===== src/rtl/prbs_pkg.sv =====
// Shared types and constants for the PRBS7 (x^7 + x^6 + 1) checker.
package prbs_pkg;

  typedef enum logic {
    SEARCH = 1'b0,
    LOCKED = 1'b1
  } state_e;

  localparam int PRBS_LEN = 7;
  localparam int TAP_A    = 6;
  localparam int TAP_B    = 5;

endpackage


===== src/rtl/prbs7_lfsr.sv =====
// Seven-bit pattern register. s[0] is the newest bit, s[6] the oldest.
// While searching, the received bit is shifted in so the register locks onto
// the incoming sequence; once locked, the prediction is shifted in instead so
// that a corrupted received bit never poisons later predictions.
module prbs7_lfsr
  import prbs_pkg::*;
(
  input  logic clk,
  input  logic rst_n,
  input  logic en,
  input  logic load_sel,   // 0: shift in in_bit, 1: shift in prediction
  input  logic in_bit,
  output logic p,
  output logic s_zero
);

  logic [PRBS_LEN-1:0] s_q;
  logic [PRBS_LEN-1:0] s_d;

  assign p      = s_q[TAP_A] ^ s_q[TAP_B];
  assign s_zero = (s_q == '0);

  // Shift only on an accepted bit; idle cycles leave the register untouched.
  always_comb begin
    s_d = s_q;
    if (en) begin
      s_d = {s_q[PRBS_LEN-2:0], (load_sel ? p : in_bit)};
    end
  end

  // Pattern register flops.
  always_ff @(posedge clk or negedge rst_n) begin
    if (!rst_n) begin
      s_q <= '0;
    end else begin
      s_q <= s_d;
    end
  end

endmodule


===== config.mk =====
export PLATFORM = sky130hd
export DESIGN_NAME = prbs7_lfsr
export DESIGN_NICKNAME = d
export VERILOG_FILES = /design/src/rtl/prbs_pkg.sv /design/src/rtl/prbs7_lfsr.sv
export SDC_FILE = /design/constraint.sdc
export NUM_CORES = 1
export LEC_CHECK = 0
export ABC_CLOCK_PERIOD_IN_PS = 1950
export BUFFER_PORTS_ARGS = -buffer_cell sky130_fd_sc_hd__buf_2
export CORE_AREA = 3 3 40 42
export DETAILED_ROUTE_END_ITERATION = 12
export DIE_AREA = 0 0 43 45
export PLACE_DENSITY = 0.39
export SLEW_MARGIN = 5
export SYNTH_ARGS = -nofsm -noshare
export SYNTH_HDL_FRONTEND = slang
export SYNTH_SLANG_ARGS = --single-unit

===== constraint.sdc =====
create_clock -name clk -period 1.95 [get_ports clk]
set_input_delay 0.2925 -clock clk [delete_from_list [all_inputs] [get_ports clk]]
set_output_delay 0.2925 -clock clk [all_outputs]
set_load 0.02 [all_outputs]

== Word-level counts from Yosys, hierarchy flattened ==
Cells that the tools add are included.
Widths: inputs -> output; s select.

* Register bits after elaboration: 7
* Logic and storage cells: 4

* Mux-type cells: 1
* Bitwise operators: 1
* Reduce and logical (&&, ||, !) cells: 1

{| class="wikitable"
|+ Operators by type and width
! kind !! count
|-
| $logic_not 7->1 || 1
|-
| $mux 1 || 1
|-
| $xor 1x1->1 || 1
|}

== Longest topological paths before layout ==
* Depth after elaboration: 2
* Mapped depth: 3

== Least setup slack after synthesis ==
No wires, ideal clock.

* Path type: reg-to-output
* Start: register s_q[2]
* End: output port s_zero
* Arrival time: 1.285 ns
* Setup slack: 0.373 ns
* Cell stages (with the launch flop): 3
* Buffers on the path: 0
* Cell sequence: dfrtp_1 or4_4 nor4_2

* Longest elaborated chain between the ends: 1

{| class="wikitable"
|+ Ends and longest elaborated chain
! item !! line !! RTL
|-
| from (decl) || prbs7_lfsr.sv:17 || <nowiki>logic [PRBS_LEN-1:0] s_q;</nowiki>
|-
| from (signal assigned) || prbs7_lfsr.sv:34 || <nowiki>s_q <= '0;</nowiki>
|-
| from (signal assigned) || prbs7_lfsr.sv:36 || <nowiki>s_q <= s_d;</nowiki>
|-
| $logic_not 7->1 || prbs7_lfsr.sv:21 || <nowiki>assign s_zero = (s_q == '0);</nowiki>
|-
| to (decl) || prbs7_lfsr.sv:14 || <nowiki>output logic s_zero</nowiki>
|}

No other way between the ends.

== Worst setup path after layout ==
Ends and elaborated chain as after synthesis.

==> results.py <==
metrics = {
    "sta": {
        "whs_ns": 0.372,
        "max_freq_mhz": 563,
        "worstMarginPinSlew_ns": 0.216,
        "maxSlewHeadroom_pct": 85.6,
        "maxSlewViolCount": 0,
        "finalSetupViolCount": 0,
        "fin_crit_ns": 1.78,
        "setup_tns_ns": 0,
        "rsz0062_at_grt": "no",
        "fin_crit_sh_pct": 91.1,
        "hold_viol": 0,
        "setup_ws_ns": 0.173,
        "clock_skew_ns": 0.00169,
    },
    "yosys": {
        "ys_ff_latch": 7,
        "syn_avg_cell_area_um2": 14.8,
        "synth_seq_area_share_pct": 56.5,
        "synth_nets": 26,
        "synth.area.top_cells": "dfrtp_1 (56%), mux2_2 (15%), mux2_1 (7.3%), nor4_2 (4.0%), or4_4 (3.6%)",
        "ys_types": 11,
        "netlist_area_um2": 310,
        "synth_top_area_share_pct": 56.5,
        "ys_warn_count": 0,
        "yosys.area.top_type": "dfrtp_1",
        "postSynthCellCount": 21,
    },
    "drt": {
        "wl_per_cell_um": 11.5,
        "dr_total_vias": 197,
        "drtIter0Drc": 4,
        "drt.antenna.violating_nets": 0,
        "dr_wl_met3_um": 42,
        "dr_wl_met2_um": 255,
        "wl_met1_um": 217,
        "top_layer_used": "met4",
        "vias_per_cell": 4.28,
        "first_pass_iters": 4,
        "post-route-drc-count": 0,
        "finalWirelength_um": 530,
    },
    "finish": {
        "area_delta_synth_final_pct": 25.8,
        "finish.net_count": 37,
        "largest_reg_flops": 7,
        "layout_commonest_cell": "dfrtp_1",
        "largestRegisters": "s_q: 7 flops",
        "regMostFlops": "s_q",
        "num_antenna_cells": 0,
        "final_cells": 46,
        "fillCellCount": 133,
        "final_cell_mix": "dfrtp_1 (7), buf_2 (6), mux2_2 (4)",
        "drive_above_1_share_pct": 48.4,
    },
    "placed_design": {
        "portBuffers": 6,
        "dp_hpwl_um": 417,
        "place.gp.congestion": 0.641,
        "dpl_worst_slack_ns": 0.426,
        "dp_cells": 41,
    },
    "die": {
        "die_area_um2": 1940,
        "die_w_um": 43,
        "rows": 13,
        "fp.dieH_um": 45,
        "core_area_um2": 1280,
        "ios": 7,
        "start_util_pct": 24.1,
    },
    "worst_setup_path": {
        "worstPathArrival_ns": 1.48,
        "cp_max_fo": 3,
        "crit_type": "reg -> out",
        "required_ns": 1.66,
        "worst_setup_path_end_kind": "output port",
        "path_cells": "or4_4 > nor4_2 > buf_2",
        "reg2reg_depth": 2,
        "critPathLaunchType": "flip-flop",
        "r2r-start": "s_q[5]",
        "critical-path-slowest-cell": "or4_4",
        "r2r-end": "s_q[0]",
        "max_stage_delay_ns": 0.53,
        "r2r_slack_ns": 0.97,
    },
    "grt": {
        "grt_max_degree": 10,
        "grt.overflow.total": 0,
        "grt_pass1_wl_um": 986,
        "grt_pass1_vias": 219,
        "antenna_found_initial": 0,
        "grtUsageTotal_pct": 7.74,
    },
    "power": {
        "power.leakage_nw": 0.187,
        "powerDensity_nw_per_um2": 1500,
        "ir_drop_mv": 0.418,
    },
    "clock_network": {
        "h-tree-depth": 1,
        "cts_buffer_depth": 2,
        "clk_pin_slew_ns": 0.05,
        "clk_latency_ns": 0.25,
        "root_buffer": "clkbuf_4",
        "cts_buffers": 3,
        "cts_tree": "built",
        "cts_sinks": 7,
        "cts_resized": 0,
    },
    "hold_path": {
        "holdPathEnd": "s_q[0]",
        "hp-class": "in -> reg",
        "min_path_cells": 3,
        "hold_start": "load_sel",
    },
    "flow_run": {
        "cap_violations": 0,
    },
    "run_status": {
        "outcome": "complete, no violations",
    },
}
per-layer routing:
metal  track usage [%]  vias up
li1                  -       95
met1              8.71       93
met2              10.2        7
met3              4.38        2
met4              7.23        0
met5                 0        -
area by class of cell:
cell class                 count  area (um2)  area share, %
sequential                     7         175           44.9
clock buffer                   4        26.3           6.73
tap                           15        18.8           4.81
multi-input combinational     13         130           33.3
timing repair buffer           7        40.0           10.3
cells by family (layout without fill, tap and decap cells):
kind of cell / after synthesis / in the layout / share of synthesized area [%]
flops: 7 / 7 / 56.5
mux: 6 / 6 / 21.8
buf+inv: 1 / 11 / 1.61
simple gates: 5 / 5 / 14.5
compound gates: 1 / 1 / 2.82
xor+xnor: 1 / 1 / 2.82
timing repair:
item | CTS | global route
setup buffers | 0 | 0
hold buffers | 1 | 0
hold endpoints to repair | 7 | 0
synth_stat cells:
master and n:
nor2b_1 1, buf_2 1, and3b_1 1, dfrtp_1 7, mux2_2 4, mux2_1 2
nor4_2 1, xor2_1 1, or4_4 1, a211o_1 1, and2_1 1
critical path, delay by kind of cell (launching register included):
family	cells	cell delay, ns
simple gates	2	0.65
flops	1	0.38
buf+inv	1	0.20
how the worst max path moves through the flow:
stage / start / end / depth (start not counted)
floorplan: s_q[2] / s_zero / 2
global placement: s_q[4] / s_zero / 3
detailed placement: s_q[2] / s_zero / 3
CTS: s_q[2] / s_zero / 3
global route: s_q[2] / s_zero / 3
finish: s_q[2] / s_zero / 3
through the flow:
stage	total power, W	utilization (%)	instance area [um2]
after floorplan	0.000396	-	310
after global placement	0.000450	27.6	354
after detailed placement	0.000459	27.6	354
after CTS	0.000595	30.4	390
after global routing	0.000633	30.4	390
final	0.000584	30.4	390
power breakdown:
group	switching [W]	total [W]	internal (W)
sequential	0.0000567	0.000271	0.000214
clock	0.0000550	0.000133	0.0000782
combinational	0.0000847	0.000180	0.0000951
Power figures use the tool's default switching activity.
